## src/rtl/muldiv_hilo.sv

```systemverilog
// muldiv_hilo: multi-cycle multiply/divide unit with architectural HI/LO registers
//   clk, reset_n (async active-low)
//   Start, Op[2:0] (0 MULT 1 MULTU 2 DIV 3 DIVU 4 MTHI 5 MTLO 6-7 no-op), Operand1, Operand2
//   Busy, Done, DivByZero, Hi, Lo
//   MULDIV_FAST_MULT_EN: single-edge multiply instead of the shift-add iteration
module muldiv_hilo #(
  parameter int WIDTH = 32
) (
  input  logic             clk,
  input  logic             reset_n,
  input  logic             Start,
  input  logic [2:0]       Op,
  input  logic [WIDTH-1:0] Operand1,
  input  logic [WIDTH-1:0] Operand2,
  output logic             Busy,
  output logic             Done,
  output logic             DivByZero,
  output logic [WIDTH-1:0] Hi,
  output logic [WIDTH-1:0] Lo
);
  localparam int CW = $clog2(WIDTH) + 1;
`ifdef MULDIV_FAST_MULT_EN
  localparam bit FAST = 1'b1;
`else
  localparam bit FAST = 1'b0;
`endif
  typedef enum logic [1:0] {IDLE, MUL, DIV, FIX} state_t;
  state_t state, nxt;
  // p holds {acc, multiplier} while multiplying and {remainder, quotient} while dividing
  logic [2*WIDTH-1:0] p, pn;
  logic [WIDTH-1:0] b, m1, m2, qn, rn, hi_fix, lo_fix;
  logic [WIDTH:0] rsh, diff;
  logic [CW-1:0] cnt;
  logic mul_op, neg_q, neg_r, dz, s1, s2, is_md, div0, last;
`ifndef MULDIV_FAST_MULT_EN
  logic [WIDTH:0] add;
  assign add = {1'b0, p[2*WIDTH-1:WIDTH]} + {1'b0, p[0] ? b : '0};
`endif
  assign is_md = !Op[2];
  assign div0 = Op[1] && Operand2 == '0;
  assign s1 = !Op[0] && Operand1[WIDTH-1];
  assign s2 = !Op[0] && Operand2[WIDTH-1];
  assign m1 = s1 ? -Operand1 : Operand1;
  assign m2 = s2 ? -Operand2 : Operand2;
  assign last = cnt == CW'(WIDTH - 1);
  assign rsh = {p[2*WIDTH-1:WIDTH], p[WIDTH-1]};
  assign diff = rsh - {1'b0, b};
  assign pn = -p;
  assign qn = -p[WIDTH-1:0];
  assign rn = -p[2*WIDTH-1:WIDTH];
  assign hi_fix = mul_op ? (neg_q ? pn[2*WIDTH-1:WIDTH] : p[2*WIDTH-1:WIDTH])
                         : (neg_r ? rn : p[2*WIDTH-1:WIDTH]);
  assign lo_fix = mul_op ? (neg_q ? pn[WIDTH-1:0] : p[WIDTH-1:0])
                         : (neg_q ? qn : p[WIDTH-1:0]);
  assign Busy = state != IDLE;
  always_comb begin
    nxt = state;
    if (state == IDLE)
      nxt = (Start && is_md) ? (div0 ? FIX : (Op[1] ? DIV : MUL)) : IDLE;
    else if (state == FIX)
      nxt = IDLE;
    else if (last || (FAST && state == MUL))
      nxt = FIX;
  end
  always_ff @(posedge clk or negedge reset_n)
    if (!reset_n) state <= IDLE;
    else state <= nxt;
  always_ff @(posedge clk or negedge reset_n) begin
    if (!reset_n) begin
      p <= '0;
      b <= '0;
      cnt <= '0;
      mul_op <= 1'b0;
      neg_q <= 1'b0;
      neg_r <= 1'b0;
      dz <= 1'b0;
      Done <= 1'b0;
      DivByZero <= 1'b0;
      Hi <= '0;
      Lo <= '0;
    end else begin
      Done <= state == FIX;
      DivByZero <= state == FIX && dz;
      if (state == IDLE && Start) begin
        if (Op == 3'd4) Hi <= Operand1;
        if (Op == 3'd5) Lo <= Operand1;
        if (is_md) begin
          cnt <= '0;
          mul_op <= !Op[1];
          dz <= div0;
          neg_q <= !div0 && (s1 ^ s2);
          neg_r <= !div0 && s1;
          b <= m2;
          // divide-by-zero parks the final {Hi,Lo} in p so FIX writes it unchanged
          p <= div0 ? {Operand1, {WIDTH{1'b1}}} : {{WIDTH{1'b0}}, m1};
        end
      end else if (state == MUL) begin
`ifdef MULDIV_FAST_MULT_EN
        p <= {{WIDTH{1'b0}}, p[WIDTH-1:0]} * {{WIDTH{1'b0}}, b};
`else
        p <= {add, p[WIDTH-1:1]};
`endif
        cnt <= cnt + CW'(1);
      end else if (state == DIV) begin
        p <= diff[WIDTH] ? {rsh[WIDTH-1:0], p[WIDTH-2:0], 1'b0}
                         : {diff[WIDTH-1:0], p[WIDTH-2:0], 1'b1};
        cnt <= cnt + CW'(1);
      end else if (state == FIX) begin
        Hi <= hi_fix;
        Lo <= lo_fix;
      end
    end
  end
endmodule

```

## config.mk

```make
export PLATFORM = sky130hd
export DESIGN_NAME = muldiv_hilo
export DESIGN_NICKNAME = d
export VERILOG_FILES = /design/src/rtl/muldiv_hilo.sv
export SDC_FILE = /design/constraint.sdc
export NUM_CORES = 1
export LEC_CHECK = 0
export CAP_MARGIN = 20
export CORE_MARGIN = 1.5
export CORE_UTILIZATION = 60
export CTS_BUF_LIST = sky130_fd_sc_hd__clkbuf_8
export CTS_CLUSTER_DIAMETER = 120
export CTS_CLUSTER_SIZE = 16
export DETAILED_ROUTE_END_ITERATION = 10
export PLACE_DENSITY_LB_ADDON = 0.25
export SYNTH_ARGS = -nofsm -noshare
export SYNTH_HDL_FRONTEND = slang
export SYNTH_SLANG_ARGS = --single-unit
```

## constraint.sdc

```tcl
create_clock -name clk -period 4.28 [get_ports clk]
set_clock_uncertainty 0.1 [all_clocks]
set_input_delay 0.856 -clock clk [delete_from_list [all_inputs] [get_ports clk]]
set_output_delay 0.856 -clock clk [all_outputs]
set_load 0.01 [all_outputs]
```

# --- Yosys cells after proc, flatten, opt, wreduce, memory -nomap -nowiden ---
# Cells that the tools add are included.
totals:
  reg_bits: 174
  inputBits: 70
  output_inout_bits: 67
  wordCells: 90
op_classes:
  n_addsub: 8
  n_eq_ne: 11
  n_mux: 35
  bitwise: 2
  n_reduce_logical: 22
op_table:
  columns: ["cell", "count"]
  rows:
  - ["32-bit 2-to-1 mux", 19]
  - ["64-bit 2-to-1 mux", 6]
  - ["32-bit negation", 4]
  - ["64-bit negation", 1]
  - ["32-bit by 32-bit adder with 33-bit output", 1]
  - ["33-bit by 32-bit subtractor with 33-bit output", 1]
  - ["32-bit zero test", 1]
  - ["6-bit 2-to-1 mux", 4]
  - ["2-bit 2-to-1 mux", 6]
  - ["1-bit logical AND", 8]
  - ["4-bit AND reduction", 2]
  - ["6-bit by 1-bit adder with 6-bit output (second input constant)", 1]
  - ["3-bit equality test (second input constant)", 2]
  - ["6-bit by 5-bit equality test with 1-bit output (second input constant)", 1]
  - ["2-bit != test (second input constant)", 3]
  - ["3-bit nonzero test", 2]
  - ["2-bit equality test (second input constant)", 2]
  - ["1-bit zero test", 4]
  - ["2-bit by 1-bit != test with 1-bit output (second input constant)", 2]
  - ["2-bit AND reduction", 2]
  - ["2-bit nonzero test", 2]
  - ["2-bit by 1-bit equality test with 1-bit output (second input constant)", 1]
  - ["2-bit zero test", 1]
  - ["1-bit inverter", 1]
  - ["1-bit XOR", 1]

# --- Longest topological paths before layout ---
depth:
  ltp_word: 7
  ltp_mapped: 14
  depth_no_buf: 13

# --- Least setup slack after synthesis ---
# Ideal clock, no wire load.
synth_path:
  path_type: "reg-to-reg"
  from: "reg p[36]"
  to: "reg p[52]"
  setup_time_ns: 0.136
  t_arrival_ns: 3.313
  required_ns: 4.044
  slack_ns: 0.731
  stages_incl_launch_ff: 12
  path_buffers: 0
  synth_period_minus_slack_ns: 3.549
  path_cell_list: "dfrtp_1 ha_1 a21o_1 or3_4 o221a_4 a2111o_1 a31oi_4 o21ai_2 xor2_2 mux2_4 a222oi_1 a21oi_1"
synth_via:
  elab_chain_cells: 5
  word_cells_on_any_way: 6
  cone_classes: "add/sub (2); mux (4)"
synth_rtl:
  columns: ["item", "line_no", "source"]
  rows:
  - ["start: declaration", "30", "logic [2*WIDTH-1:0] p, pn;"]
  - ["start signal: assignment", "95", "p <= div0 ? {Operand1, {WIDTH{1'b1}}} : {{WIDTH{1'b0}}, m1};"]
  - ["start signal: assignment", "101", "p <= {add, p[WIDTH-1:1]};"]
  - ["start signal: assignment", "105", "p <= diff[WIDTH] ? {rsh[WIDTH-1:0], p[WIDTH-2:0], 1'b0}"]
  - ["33-bit by 32-bit subtractor with 33-bit output", "47", "assign diff = rsh - {1'b0, b};"]
  - ["64-bit 2-to-1 mux", "105", null]
  - ["64-bit 2-to-1 mux", "104", "end else if (state == DIV) begin"]
  - ["64-bit 2-to-1 mux (*)", "97", "end else if (state == MUL) begin"]
  - ["64-bit 2-to-1 mux (*)", "84", "if (state == IDLE && Start) begin"]
# Mark *: on every way between the ends. The rest lies on a longest branch, timed or not. The select of a mux whose other input is x is not followed.
# A chain may end at the register's enable or synchronous reset.

# --- Worst setup path after layout ---
layout_path:
  from: "reg b[5]"
  to: "reg p[63]"
layout_via:
  elab_chain_cells: 5
  word_cells_on_any_way: 7
  cone_classes: "add/sub (2); mux (5)"
layout_rtl:
  columns: ["item", "line_no", "source"]
  rows:
  - ["start: declaration", "31", "logic [WIDTH-1:0] b, m1, m2, qn, rn, hi_fix, lo_fix;"]
  - ["start signal: assignment", "93", "b <= m2;"]
  - ["33-bit by 32-bit subtractor with 33-bit output", "47", null]
  - ["64-bit 2-to-1 mux", "105", null]
  - ["64-bit 2-to-1 mux", "104", null]
  - ["64-bit 2-to-1 mux (*)", "97", null]
  - ["64-bit 2-to-1 mux (*)", "84", null]
# Marks and branches as above.

==> results.yml <==
cts:
  post-cts-setup-buffers: 0
  cts.sinks: 174
  cts_resized: 0
  cts_htree_levels: 4
  clk_latency_ns: 0.49
  path_clk_slew_ns: 0.11
  tritoncts: "done"
  clk_path_buf_depth: 2
  root_buffer: "clkbuf_8"
  postCtsHoldBufs: 0
  cts-buffers-inserted: 17
worst_setup_path:
  start_kind: "flip-flop"
  cp_max_fo: 19
  cp.required_ns: 4.59
  worst-setup-path-type: "flip-flop to flip-flop"
  end_kind: "flip-flop"
  max_stage_delay_ns: 0.77
  cpMaxStageDelayCell: "xnor2_2"
  critical-path-top-delay-family: "compound AO/OA/AOI/OAI gates"
  crit_arrival_ns: 4.31
  worstPathCellList: "inv_1 > ha_1 > a21o_1 > or3_4 > o221a_4 > a2111o_1 > a31oi_4 > o21ai_2 > xnor2_2 > buf_4 > nor3_1 > mux2i_1 > o311a_1"
  path_buf_inv: 2
logic_synthesis:
  ys_ff_latch: 174
  yosys_most_used_dff: "dfrtp_1"
  synth-async-reset-ratio: 1.000
  synth-seq-area-share: 0.3050
  synth-edff-count: 0
  synth_area_um2: 14280
  syn_nets: 1999
  ys_warn_count: 0
  synthDistinctLibCells: 74
  syn_avg_cell_area_um2: 7.684
  syn-instance-count: 1858
timing:
  worst_pin_slew_ns: 0.9600
  min_period_ns: 3.996
  hold_viol_final: 0
  max_freq_mhz: 250.2
  tns_ns: 0
  rsz0062_at_grt: "false"
  relSlewSlack: 0.3568
  setup_viol: 0
  slew_violations: 0
  period_share: 0.9337
floorplanning:
  die_h_um: 157.3
  ios: 137
  floorplan.initialDensity: 0.6100
  core_um2: 23400
  dieArea_um2: 24730
  rows: 56
  die_w_um: 157.3
global_routing:
  antenna_found_initial: 0
  grtUsageTotal: 0.3691
  grt_pass1_wl_um: 71700
  overflow: 0
  grt_max_degree: 90
  grt_pass1_vias: 13660
power:
  leakagePower_nw: 7.014
  power_w: 0.01403
  p_per_area_nw_per_um2: 851.8
  ir_drop_mv: 0.3504
placed_design:
  dp_hpwl_um: 34070
  numPortBuffers: 136
  gp_congestion: 0.9834
  dp_cells: 2260
layout:
  mostFrequentLayoutCells: "nand2_1 (277), nor2_1 (205), dfrtp_1 (174)"
  diodes: 0
  area_growth_pct: 15.40
  final_common_cell: "nand2_1"
  stdcell_count: 2292
  layout.nets: 2101
  drive_gt1_frac: 0.05879
drt:
  drtIter0Drc: 1604
  viasPerCell: 6.418
  wl_um: 45060
  drc: 0
  ant_nets: 0
  vias: 14710
  firstDrtPassIters: 5
  wl_per_cell_um: 19.66
run:
  maxCapViolations: 0
run_status:
  status: "finished clean"
min_path:
  hold_path_class: "input port to async pin"
==> routing by layer <==
layer | share of wire | global-route usage | wire (um) | vias up
met5 | 0 | 0 | 0 | -
met1 | 0.40 | 0.4899 | 18170 | 6819
met2 | 0.45 | 0.5897 | 20470 | 876
li1 | - | - | - | 6878
met3 | 0.10 | 0.06746 | 4646 | 137
met4 | 0.039 | 0.1608 | 1773 | 0
==> sequential cells by signal, indices dropped and copies added (netlist names), 2 cells and up <==
register and count:
p 64, Hi 32, Lo 32, b 32, cnt 6, state 2
==> synthesized netlist by cell type, types with 4 or more instances <==
master,instances,share of area
xor2_1,67,0.041
a21o_1,24,0.013
and2_1,6,0.0026
and3_1,11,0.0048
a211oi_1,12,0.0063
nor3_1,33,0.012
dfrtp_1,174,0.30
mux2_2,6,0.0047
a22oi_1,8,0.0042
ha_1,69,0.060
a221oi_1,19,0.012
o31ai_1,30,0.016
o311ai_0,13,0.0080
o211ai_1,9,0.0047
a31oi_1,28,0.012
buf_1,4,0.0011
a221o_1,4,0.0028
a22o_1,7,0.0043
xnor2_1,102,0.063
buf_2,7,0.0025
nand4_1,14,0.0061
a21oi_1,141,0.049
o21ai_0,163,0.057
o221ai_1,5,0.0031
or3_1,19,0.0083
nor2b_1,16,0.0070
a21boi_0,12,0.0063
nor4_1,21,0.0092
a32o_1,16,0.011
o22ai_1,15,0.0066
inv_1,59,0.016
or4_1,11,0.0058
o21a_1,7,0.0037
o21bai_1,8,0.0042
mux2i_1,6,0.0042
o21ai_1,7,0.0025
o41ai_1,14,0.0086
nand2b_1,17,0.0074
nand3_1,36,0.013
nor3b_1,4,0.0021
a222oi_1,5,0.0035
nor2_1,206,0.054
clkbuf_1,99,0.026
nand2_1,278,0.073
o311a_1,4,0.0028
==> power breakdown <==
part,switching (W),leakage (nW),internal (W)
logic,0.00562,4.69,0.00401
registers,0.000860,2.14,0.00240
clock network,0.000714,0.189,0.000432
total,0.00720,7.01,0.00683
==> path summary, 6_finish.rpt <==
| kind | slack [ns] | from | cells past startpoint | endpoint |
|---|---|---|---|---|
| worst max-delay path | 0.28 | b[5]$_DFFE_PN0P_ | 13 | p[63]$_DFFE_PN0P_ |
| worst min-delay path | 0.31 | reset_n | 1 | Lo[5]$_DFFE_PN0P_ |
| worst min register to register | 0.39 | Lo[20]$_DFFE_PN0P_ | 2 | Lo[20]$_DFFE_PN0P_ |
| min in group clk | 0.39 | Lo[20]$_DFFE_PN0P_ | 2 | Lo[20]$_DFFE_PN0P_ |
| max in group asynchronous | 2.80 | reset_n | 2 | p[13]$_DFFE_PN0P_ |
| worst max register to register | 0.28 | b[5]$_DFFE_PN0P_ | 13 | p[63]$_DFFE_PN0P_ |
==> worst register-to-register path, stage by stage (launching register included) <==
cell and delay, ns:
dfrtp_1 0.36, inv_1 0.06, ha_1 0.31, a21o_1 0.19
or3_4 0.33, o221a_4 0.26, a2111o_1 0.45, a31oi_4 0.24
o21ai_2 0.13, xnor2_2 0.77, buf_4 0.32, nor3_1 0.07
mux2i_1 0.14, o311a_1 0.18
==> metrics by stage <==
stage	setup WS [ns]	utilization	hold WS, ns	area, um2
2_1_floorplan	0.7311	-	0.3426	14280
3_3_place_gp	0.3549	0.6877	0.3592	16090
3_5_place_dp	0.2919	0.6877	0.3703	16090
4_1_cts	0.3102	0.7040	0.3681	16470
5_1_grt	0.07045	0.7040	0.3990	16470
6_report	0.2840	0.7040	0.3134	16470
==> kinds of logic after synthesis <==
kind of cell,count (synthesis),synth area share
AOI/OAI and AO/OA,573,0.2577
muxes,14,0.01078
and+or+nand+nor,683,0.2112
buffers and inverters,172,0.04610
xor gates and xnor gates,171,0.1060
DFF,174,0.3050
adders and majority gates,71,0.06328
==> cell type report <==
type                       instances  area, um2
multi-input combinational       1512       9300
clock inverter                    15      147.6
fill                            1983       6928
inverter                          61      229.0
clock buffer                      17      234.0
sequential                       174       4354
tap                              319      399.1
timing repair buffer             194       1810
No activity file was read; power rests on OpenSTA's default activity.
==> edit, RTL diff (same settings) <==
Set the parameter `WIDTH` to 64 (it was 32).
--- a/src/rtl/muldiv_hilo.sv
+++ b/src/rtl/muldiv_hilo.sv
@@ -4,7 +4,7 @@
 //   Busy, Done, DivByZero, Hi, Lo
 //   MULDIV_FAST_MULT_EN: single-edge multiply instead of the shift-add iteration
 module muldiv_hilo #(
-  parameter int WIDTH = 32
+  parameter int WIDTH = 64
 ) (
   input  logic             clk,
   input  logic             reset_n,
Interface: changed (resized Hi, Lo, Operand1 and Operand2); port bits go from 137 to 265. The function was not compared with the original's and may differ.
==> edit against the unedited design <==
The run now ends with setup timing left. Final area grew 120%. Power is 130% higher. Fmax is 6.8% lower. Synthesized area up 110%. Sequential cell count rose by 161. Setup slack worse by 290 ps. Wire length rose by 150%. Synthesized cell count up 110%. Critical path type unchanged. Highest routed layer is now met5.
==> edit: results (changes against the unedited design) <==
metric,value,unit,change
status,"finished, violations left",,
violations,setup timing,,
grt_max_degree,139,,+54%
intPower,15.1,mW,+120%
finalPower,32.0,mW,+130%
max-vdd-ir-drop,502,uV,+43%
numCtsBuffers,24,,+7
pg_comb,24.2,mW,+150%
wire_per_inst,22.7,um,+15%
final_cells,4970,,+120%
layout_setup_ws,-7.03,ps,-291 ps
synthAdderAreaFrac,5.77,%,-0.56 points
dp_cells,4941,,+120%
worst_pin_slew,1000,ps,+44.8 ps
hpwl,88.1,mm,+160%
leakage,15.3,nW,+120%
wl_met1,45.2,mm,+150%
seq_area_frac_synth,28.4,%,-2.1 points
drt_iter0_drc,4407,,+170%
synth_compound_area_share,26.4,%,+0.58 points
grt_pass1_vias,29400,,+120%
setup_viol,1,,+1
cpMaxStageDelayCell,or4_1,,
syn_nets,4192,,+110%
numPortBuffers,264,,+94%
arrival,4700,ps,+390 ps
ys_top_cells_by_count,"nand2_1, nor2_1, o21ai_0",,
post-place-ws,-424,ps,-716 ps
globalplace.congestion,1.02,,+4.0%
muxShareOfSynthArea,1.98,%,+0.90 points
wl_met3,16.1,mm,+250%
n_fill_cell,3982,,+100%
firstDrtPassIters,7,,+2
r2r_end,Hi[41]$_DFFE_PN0P_,,
==> edit: changes by cell type in the layout (fill, tap and decap cells not counted), moves of 128 or more <==
cell,unedited run,this run
o21ai_0,163,374
dfrtp_1,174,334
nor2_1,205,387
nand2_1,277,561
a21oi_1,141,291
buf_4,57,350
clkdlybuf4s50_1,135,263
==> edit: final cells by class <==
cell class                 instances  area share [%]
multi-input combinational       3191            55.9
clock buffer                      24           0.932
inverter                         121            1.29
clock inverter                     3          0.0459
tap                              664            2.35
antenna                            1         0.00706
timing repair buffer             631            15.8
sequential                       335            23.7
==> edit: how the worst max path moves through the flow <==
stage	slack, ps	to
after CTS	60	Hi[41]$_DFFE_PN0P_
final	-7	Hi[41]$_DFFE_PN0P_
after floorplan	350	p[105]$_DFFE_PN0P_
after global routing	-10	p[124]$_DFFE_PN0P_
after global placement	-430	p[63]$_DFFE_PN0P_
after detailed placement	-420	p[63]$_DFFE_PN0P_
==> edit: critical path: cells and delay by family (launching register included) <==
kind | cells | cell delay (ps)
AND/OR/NAND/NOR | 7 | 2460
buffers and inverters | 1 | 170
flip-flops | 1 | 400
AO/OA/AOI/OAI | 3 | 650
XOR/XNOR | 1 | 350
==> edit: cells by family (layout without fill, tap and decap cells) <==
kind of cell | Yosys count | count (layout)
AND/OR/NAND/NOR | 1418 | 1418
AO/OA/AOI/OAI | 1222 | 1222
buffers and inverters | 397 | 779
XOR/XNOR | 360 | 360
flip-flops | 335 | 335
adder cells (fa/ha/maj) | 135 | 135
multiplexers | 56 | 56
other | 0 | 1
==> edit: what timing repair did <==
item / 4_1_cts / 5_1_grt
gates resized for setup: 0 / 18
endpoints found under the hold margin: 0 / 0
buffers inserted: 0 / 1
endpoints found under the setup margin: 0 / 25
